--- config.mk ---
export PLATFORM = sky130hd
export DESIGN_NAME = match_controller_flat
export DESIGN_NICKNAME = d
export VERILOG_FILES = /design/src/rtl/match_controller_if.sv /design/src/rtl/match_controller.sv /design/src/flat_wrapper.sv
export SDC_FILE = /design/constraint.sdc
export NUM_CORES = 1
export LEC_CHECK = 0
export ABC_AREA = 1
export CORE_UTILIZATION = 50
export DETAILED_ROUTE_END_ITERATION = 16
export GPL_ROUTABILITY_DRIVEN = 0
export PLACE_DENSITY_LB_ADDON = 0.3
export SYNTH_ARGS = -nofsm -noshare
export SYNTH_HDL_FRONTEND = slang
export SYNTH_SLANG_ARGS = --single-unit
--- constraint.sdc ---
create_clock -name clk -period 1.5 [get_ports clk]
set_input_delay 0.3 -clock clk [delete_from_list [all_inputs] [get_ports clk]]
set_output_delay 0.3 -clock clk [all_outputs]
set_load 0.01 [all_outputs]
--- src/rtl/match_controller_if.sv ---
// Link between the match sequencer and the pong game core: point pulses and
// scores flow up, datapath enable, serve release and scoreboard clear flow down.
interface match_controller_if;
  logic       pointLeft;
  logic       pointRight;
  logic [3:0] leftScore;
  logic [3:0] rightScore;
  logic       gameEnable;
  logic       serveRelease;
  logic       serveSide;
  logic       scoreResetn;

  modport master (
    input  pointLeft, pointRight, leftScore, rightScore,
    output gameEnable, serveRelease, serveSide, scoreResetn
  );

  modport slave (
    output pointLeft, pointRight, leftScore, rightScore,
    input  gameEnable, serveRelease, serveSide, scoreResetn
  );
endinterface

--- src/rtl/match_controller.sv ---
// Pong match sequencer: clear, serve countdown, play/pause, point handling, winner.
// Define WIN_BY_TWO_EN to require a two-point lead (with a cap at 15) to win.
module match_controller #(
  parameter int WIN_SCORE   = 7,
  parameter int TICK_DIV    = 1000,
  parameter int SERVE_TICKS = 3
) (
  input  logic                  clk,
  input  logic                  reset,
  input  logic                  start,
  input  logic                  pause,
  match_controller_if.master    core,
  output logic [1:0]            winner,
  output logic [2:0]            state
);

  typedef enum logic [2:0] {
    IDLE   = 3'd0,
    CLEAR  = 3'd1,
    SERVE  = 3'd2,
    PLAY   = 3'd3,
    PAUSED = 3'd4,
    POINT  = 3'd5,
    OVER   = 3'd6
  } stateT;

  localparam int PW = (TICK_DIV > 1) ? $clog2(TICK_DIV) : 1;
  localparam int TW = $clog2(SERVE_TICKS + 1);
  localparam logic [PW-1:0] PRESC_LAST = PW'(TICK_DIV - 1);
  localparam logic [TW-1:0] TICK_LAST  = TW'(SERVE_TICKS - 1);
  localparam logic [4:0]    WIN        = 5'(WIN_SCORE);

  stateT         stateReg, stateNext;
  logic [PW-1:0] presc, prescNext;
  logic [TW-1:0] tick, tickNext;
  logic          pointPhase, pointPhaseNext;
  logic          scorerRight, scorerRightNext;
  logic          gameEnableReg, gameEnableNext;
  logic          releaseReg, releaseNext;
  logic          serveSideReg, serveSideNext;
  logic          scoreResetnReg, scoreResetnNext;
  logic [1:0]    winnerReg, winnerNext;
  logic [4:0]    l5, r5;
  logic          leftWins, rightWins;

  assign l5 = {1'b0, core.leftScore};
  assign r5 = {1'b0, core.rightScore};

  always_comb begin
    leftWins  = 1'b0;
    rightWins = 1'b0;
`ifdef WIN_BY_TWO_EN
    if (l5 == 5'd15 || r5 == 5'd15) begin
      leftWins  = l5 > r5;
      rightWins = r5 > l5;
    end else begin
      leftWins  = (l5 >= WIN) && (l5 >= r5 + 5'd2);
      rightWins = (r5 >= WIN) && (r5 >= l5 + 5'd2);
    end
`else
    leftWins  = l5 >= WIN;
    rightWins = r5 >= WIN;
`endif
  end

  always_ff @(posedge clk or negedge reset) begin
    if (!reset) begin
      stateReg       <= IDLE;
      presc          <= '0;
      tick           <= '0;
      pointPhase     <= 1'b0;
      scorerRight    <= 1'b0;
      gameEnableReg  <= 1'b0;
      releaseReg     <= 1'b0;
      serveSideReg   <= 1'b0;
      scoreResetnReg <= 1'b1;
      winnerReg      <= 2'b00;
    end else begin
      stateReg       <= stateNext;
      presc          <= prescNext;
      tick           <= tickNext;
      pointPhase     <= pointPhaseNext;
      scorerRight    <= scorerRightNext;
      gameEnableReg  <= gameEnableNext;
      releaseReg     <= releaseNext;
      serveSideReg   <= serveSideNext;
      scoreResetnReg <= scoreResetnNext;
      winnerReg      <= winnerNext;
    end
  end

  // Outputs are computed from the state being entered so they line up with it.
  always_comb begin
    stateNext       = stateReg;
    prescNext       = presc;
    tickNext        = tick;
    pointPhaseNext  = 1'b0;
    scorerRightNext = scorerRight;
    releaseNext     = 1'b0;
    serveSideNext   = serveSideReg;
    winnerNext      = winnerReg;

    case (stateReg)
      IDLE: if (start) stateNext = CLEAR;
      CLEAR: stateNext = SERVE;
      SERVE: begin
        if (presc == PRESC_LAST) begin
          prescNext = '0;
          if (tick == TICK_LAST) begin
            tickNext    = '0;
            releaseNext = 1'b1;
            stateNext   = PLAY;
          end else begin
            tickNext = tick + TW'(1);
          end
        end else begin
          prescNext = presc + PW'(1);
        end
      end
      PLAY: begin
        if (core.pointLeft) begin
          scorerRightNext = 1'b0;
          stateNext       = POINT;
        end else if (core.pointRight) begin
          scorerRightNext = 1'b1;
          stateNext       = POINT;
        end else if (pause) begin
          stateNext = PAUSED;
        end
      end
      PAUSED: if (pause) stateNext = PLAY;
      // First POINT cycle waits for the scoreboard to register the new score.
      POINT: begin
        if (!pointPhase) begin
          pointPhaseNext = 1'b1;
        end else if (leftWins) begin
          winnerNext = 2'b01;
          stateNext  = OVER;
        end else if (rightWins) begin
          winnerNext = 2'b10;
          stateNext  = OVER;
        end else begin
          serveSideNext = scorerRight;
          prescNext     = '0;
          tickNext      = '0;
          stateNext     = SERVE;
        end
      end
      OVER: if (start) stateNext = CLEAR;
      default: stateNext = IDLE;
    endcase

    if (stateNext == CLEAR) begin
      winnerNext    = 2'b00;
      serveSideNext = 1'b0;
      prescNext     = '0;
      tickNext      = '0;
    end
    gameEnableNext  = (stateNext == PLAY);
    scoreResetnNext = (stateNext != CLEAR);
  end

  assign core.gameEnable   = gameEnableReg;
  assign core.serveRelease = releaseReg;
  assign core.serveSide    = serveSideReg;
  assign core.scoreResetn  = scoreResetnReg;
  assign winner            = winnerReg;
  assign state             = stateReg;

endmodule

--- src/flat_wrapper.sv ---
// flat-port wrapper written by rule: the top's interface ports become plain ports
module match_controller_flat 
#(
  parameter int WIN_SCORE   = 7,
  parameter int TICK_DIV    = 1000,
  parameter int SERVE_TICKS = 3
)
  (clk, reset, start, pause, winner, state, core_pointLeft, core_pointRight, core_leftScore, core_rightScore, core_gameEnable, core_serveRelease, core_serveSide, core_scoreResetn);
  match_controller_if core_i ();
  input  logic clk;
  input  logic reset;
  input  logic start;
  input  logic pause;
  output logic [1:0] winner;
  output logic [2:0] state;
  input wire logic [$bits(core_i.pointLeft)-1:0] core_pointLeft;
  input wire logic [$bits(core_i.pointRight)-1:0] core_pointRight;
  input wire logic [$bits(core_i.leftScore)-1:0] core_leftScore;
  input wire logic [$bits(core_i.rightScore)-1:0] core_rightScore;
  output wire logic [$bits(core_i.gameEnable)-1:0] core_gameEnable;
  output wire logic [$bits(core_i.serveRelease)-1:0] core_serveRelease;
  output wire logic [$bits(core_i.serveSide)-1:0] core_serveSide;
  output wire logic [$bits(core_i.scoreResetn)-1:0] core_scoreResetn;
  assign core_i.pointLeft = core_pointLeft;
  assign core_i.pointRight = core_pointRight;
  assign core_i.leftScore = core_leftScore;
  assign core_i.rightScore = core_rightScore;
  assign core_gameEnable = core_i.gameEnable;
  assign core_serveRelease = core_i.serveRelease;
  assign core_serveSide = core_i.serveSide;
  assign core_scoreResetn = core_i.scoreResetn;
  match_controller #(.WIN_SCORE(WIN_SCORE), .TICK_DIV(TICK_DIV), .SERVE_TICKS(SERVE_TICKS)) u_core (.clk(clk), .reset(reset), .start(start), .pause(pause), .core(core_i), .winner(winner), .state(state));
endmodule
# Word-level counts from Yosys, hierarchy flattened
# Index checks and enable logic that the tools add are counted.
dict set report word_totals {
  regBits 23
  inputBits 14
  out_inout_bits 9
  wordCells 84
}
dict set report op_classes {
  n_addsub 2
  magnitude_cmp 2
  eq_ne 17
  mux 41
  n_reduce_logical 12
}
# op count
set op_table {}
lappend op_table {{$mux W10} 5}
lappend op_table {{$mux W3} 10}
lappend op_table {{$mux W2} 11}
lappend op_table {{$pmux W10 S2} 1}
lappend op_table {{$pmux W3 S6} 1}
lappend op_table {{$mux W1} 12}
lappend op_table {{$add A10 B1 Y10 const B} 1}
lappend op_table {{$eq A10 B10 Y1 const B} 1}
lappend op_table {{$eq A3 B2 Y1 const B} 3}
lappend op_table {{$eq A3 B3 Y1 const B} 3}
lappend op_table {{$ne A3 B1 Y1 const B} 3}
lappend op_table {{$ge A4 B3 Y1 const B} 2}
lappend op_table {{$reduce_and A4 Y1} 2}
lappend op_table {{$eq A3 B1 Y1 const B} 2}
lappend op_table {{$ne A3 B3 Y1 const B} 2}
lappend op_table {{$reduce_bool A2 Y1} 3}
lappend op_table {{$reduce_bool A3 Y1} 2}
lappend op_table {{$reduce_and A5 Y1} 1}
lappend op_table {{$ne A2 B2 Y1 const B} 2}
lappend op_table {{$pmux W2 S2} 1}
lappend op_table {{$logic_not A3 Y1} 1}
lappend op_table {{$reduce_and A3 Y1} 1}
lappend op_table {{$add A2 B1 Y2 const B} 1}
lappend op_table {{$eq A2 B2 Y1 const B} 1}
lappend op_table {{other kinds (2)} 2}

# Depth between registers and ports, before layout
dict set report logic_depth {
  ltp_word 8
  depth_mapped 9
  depth_no_buf 9
}

# Worst setup path before layout
# No wires, ideal clock.
dict set report synth_timing {
  kind {register -> register}
  start {reg u_core.stateReg[0] (netlist: u_core.state[0])}
  end {reg u_core.presc[0]}
  setup_ns 0.130
  t_arrival_ns 1.269
  required_ns 1.370
  path_slack_ns 0.101
  stages_incl_launch_ff 8
  n_path_buf 1
  synth_period_minus_slack_ns 1.399
  path_cell_list {dfrtp_1 buf_6 o21ai_0 nand3b_2 nand3_4 inv_2 nand2_1 o21ai_0}
}
dict set report synth_between {
  elab_chain_cells 7
  elab_cells_between_ends 25
  cone_classes {10 x eq/ne; 11 x mux; 4 x reduce/logical}
}
# element line
set synth_rtl {}
lappend synth_rtl {{start: declaration} match_controller.sv:33} ;# stateT stateReg, stateNext;
lappend synth_rtl {{start signal: assignment} match_controller.sv:79} ;# stateReg <= stateNext;
lappend synth_rtl {{$mux W3} match_controller.sv:127} ;# end else if (pause) begin
lappend synth_rtl {{$mux W3} match_controller.sv:124} ;# end else if (core.pointRight) begin
lappend synth_rtl {{$mux W3} match_controller.sv:121} ;# if (core.pointLeft) begin
lappend synth_rtl {{$pmux W3 S6} match_controller.sv:103} ;# case (stateReg)
lappend synth_rtl {{$eq A3 B1 Y1} match_controller.sv:153} ;# if (stateNext == CLEAR) begin
lappend synth_rtl {{$ne A3 B1 Y1 (no line) (tied with other cells)} n/a}
lappend synth_rtl {{$reduce_and A4 Y1 (no line)} n/a}
lappend synth_rtl {{end signal: assignment} match_controller.sv:80} ;# presc <= prescNext;
lappend synth_rtl {{end: declaration} match_controller.sv:34} ;# logic [PW-1:0] presc, prescNext;
# Parallel ways exist; a longest one is shown, timed or not.
# A chain may end at the register's enable or synchronous reset.

# Final worst setup path
dict set report layout_timing {
  start {reg u_core.stateReg[1] (netlist: u_core.state[1])}
  end {reg u_core.presc[2]}
}
# Same word-level chain as after synthesis.

==> flow_metrics.env <==
export IMPL_rsz0062_at_grt="yes"
export IMPL_power_uw=2800
export IMPL_drv_slew=0
export IMPL_multi_input_area_um2=748
export IMPL_yosysSeqAreaShare_pct=41.9
export IMPL_rows=18
export IMPL_htreeDepth=1
export IMPL_clk_latency_ns=0.31
export IMPL_hp_class="in2async"
export IMPL_drtIter0Drc=80
export IMPL_fp_dieArea_mm2=0.00296
export IMPL_syn_nets=201
export IMPL_leakage_uw=0.000980
export IMPL_status="finished with violations"
export IMPL_cts_buffers=3
export IMPL_holdWs_ns=0.312
export IMPL_areaGrowthSynthToFinish_pct=39.0
export IMPL_synth_distinct_cells=25
export IMPL_fin_crit_ns=1.50
export IMPL_finalCritPeriodShare_pct=100
export IMPL_final_seq_area_um2=579
export IMPL_setup_slack_ns=-0.00344
export IMPL_clock_sinks=23
export IMPL_syn_cell_area_mm2=0.00138
export IMPL_first_pass_iters=5
export IMPL_nFillCells=181
export IMPL_yosys_warnings=0
export IMPL_path_buf_inv=3
export IMPL_grt_usage_pct=27.2
export IMPL_port_buffers=22
export IMPL_synth_top_area_share_pct=40.0
export IMPL_path_max_fanout=7
export IMPL_synth_top_cell_by_area="dfrtp_1"
export IMPL_tns_ns=-0.00344
export IMPL_drc=0
export IMPL_antenna_found_initial=0
export IMPL_syn_inst=186
export IMPL_num_vias=1557
export IMPL_cts_tree="built"
export IMPL_fmaxAchievable_ghz=0.665
export IMPL_slowest_stage="dfrtp_2"
export IMPL_syn_area_per_cell_um2=7.39
export IMPL_place_hpwl_um=2510
export IMPL_slowest_delay_ns=0.44
export IMPL_finalHoldViolations=0
export IMPL_cts_buffer_depth=2
export IMPL_cts_reportedPaths_clkPinSlew_ns=0.13
export IMPL_grt_overflow=0
export IMPL_grt_pass1_vias=1349
export IMPL_endpoint_kind="register"
export IMPL_powerDensity_mw_per_mm2=1470
export IMPL_cpLargestDelayFamily="simple AND/OR/NAND/NOR gates"
export IMPL_viasPerCell=5.88
export IMPL_coreArea_mm2=0.00254
export IMPL_grt_max_degree=24
export IMPL_worst_pin_slew_ns=0.308
export IMPL_criticalPathCategory="reg2reg"
export IMPL_synthTopCellsByArea="dfrtp_1 40%, nand2_1 11%, inv_1 7.6%, nand3_1 6.9%, nor2_1 6.8%"
export IMPL_postLayoutCoreUtil_pct=75.1
export IMPL_root_buffer="clkbuf_4"
export IMPL_fp_dieH_um=54.4
export IMPL_drtAntennaViolNets=0
export IMPL_place_area_mm2=0.00174
export IMPL_antenna_cells=0
export IMPL_worstPathCellList="buf_6, inv_4, nand3_4, nor2_4, nand2_4, nand3_4, inv_2, nand2_1, nand2_1"
export IMPL_synth_seq_cells=23
export IMPL_stdcell_area_mm2=0.00191
export IMPL_finalSetupViolCount=1
export IMPL_finClkSkew_ns=0.00544
export IMPL_violations="setup timing"
export IMPL_peakVddDrop_v=0.00112
export IMPL_grt_pass1_wl_um=5750
export IMPL_num_nets_final=251
export IMPL_start_util_pct=54.0
export IMPL_drt_wirelength_per_cell_um=14.4
export IMPL_cp_required_ns=1.72
export IMPL_io_pins=23
export IMPL_start_kind="register"
export IMPL_relSlewSlack_pct=79.3
export IMPL_maxCapViolCount=0
export IMPL_layout_drive_gt1_share_pct=24.3
export IMPL_die_w_um=54.4
export IMPL_cp_data_arrival_time_ns=1.72
export IMPL_wl_um=3810
worst register-to-register path, stage by stage, from the launching register on:
cell and delay (ns):
dfrtp_2 0.44, buf_6 0.14, inv_4 0.05, nand3_4 0.10, nor2_4 0.19, nand2_4 0.10
nand3_4 0.15, inv_2 0.08, nand2_1 0.09, nand2_1 0.07
path summary, 6_finish.rpt:
kind	from	to	slack, ns	cells past startpoint
min	reset	u_core.state[0]	0.31	2
max	u_core.state[1]	u_core.presc[2]	-0.003	9
min in group clk	u_core.pointPhase	u_core.pointPhase	0.45	1
max reg2reg	u_core.state[1]	u_core.presc[2]	-0.003	9
max in group asynchronous	reset	u_core.core.scoreResetn	0.91	2
min reg2reg	u_core.pointPhase	u_core.pointPhase	0.45	1
Yosys cell counts (all sizes together):
master   instances
nor3b            1
a21oi            9
nand4           11
ha               1
o21ai            7
nand3           21
dfstp            1
xor2             2
o211ai           1
nor2            26
nand3b           1
o21bai           1
buf              2
o2111ai          1
dfrtp           22
nor3             6
nand2           43
inv             30
registers in the layout (all words and copies together), names as in the netlist:
signal / flops
u_core.winner: 2
u_core.presc: 10
u_core.tick: 2
u_core.core.gameEnable: 1
u_core.core.scoreResetn: 1
u_core.core.serveRelease: 1
u_core.state: 3
u_core.scorerRight: 1
u_core.core.serveSide: 1
u_core.pointPhase: 1
timing repair:
action | in CTS | in global routing
endpoints found under the setup margin | 20 | 19
hold buffers | 0 | 0
gates resized for setup | 15 | 23
setup buffers | 2 | 5
pin swaps | 0 | 8
gates cloned | 0 | 1
where the power goes:
| group | switching (uW) | internal, uW | leakage, uW |
|---|---|---|---|
| clock network | 189 | 104 | 0.0000150 |
| registers | 121 | 769 | 0.000302 |
| logic | 941 | 680 | 0.000663 |
| total | 1250 | 1550 | 0.000980 |
stage by stage:
step | setup WS, ns | std cells
floorplan | 0.101 | 186
global placement | -0.144 | 253
detailed placement | -0.193 | 253
CTS | 0.00159 | 259
global route | -0.0878 | 265
finish | -0.00344 | 265
final cells by class:
class | count | area share, %
Clock buffer | 4 | 1.37
Inverter | 30 | 6.02
Multi-Input combinational cell | 132 | 39.1
Sequential cell | 23 | 30.3
Tap cell | 30 | 1.96
Timing Repair Buffer | 46 | 21.2
cells in the final DEF, fill, tap and decap left out:
master	Yosys	layout
nand4_1	11	11
o2111ai_1	1	1
clkdlybuf4s15_1	0	1
dlymetal6s2s_1	0	1
o21ai_1	1	1
nand2_4	2	2
nand3_2	0	2
nand2_1	41	35
o21ai_0	5	3
nor2_2	0	1
a21oi_1	9	9
dfrtp_2	0	2
inv_4	0	1
clkbuf_4	0	3
ha_2	0	1
clkdlybuf4s50_1	0	13
o21bai_1	1	1
nand2_2	0	6
buf_4	1	21
nand3_4	2	2
buf_6	1	3
o21ai_2	1	3
nor3b_1	1	1
xor2_1	2	2
nand3b_4	0	1
inv_1	28	27
o211ai_1	1	1
dfstp_2	1	1
nand3_1	19	18
inv_2	2	2
nor2_4	1	3
nor3_1	6	3
dlygate4sd2_1	0	7
nor2_1	25	22
clkbuf_1	0	1
nor3_2	0	3
dfrtp_1	22	20
layer usage:
layer / global-route usage (%) / vias up / part of all wire [%]
li1: - / 709 / -
met1: 35.8 / 730 / 39
met2: 41.5 / 94 / 48
met3: 6.39 / 24 / 9.5
met4: 13.2 / 0 / 3.2
met5: 0 / - / 0
cells by family after synthesis:
group / Yosys count / synth area share [%]
AO/OA/AOI/OAI: 19 / 7.83
XOR/XNOR: 2 / 1.27
adder cells (fa/ha/maj): 1 / 0.910
buffers and inverters: 32 / 9.55
flip-flops: 23 / 41.9
AND/OR/NAND/NOR: 109 / 38.5
Power figures use the tool's default switching activity.
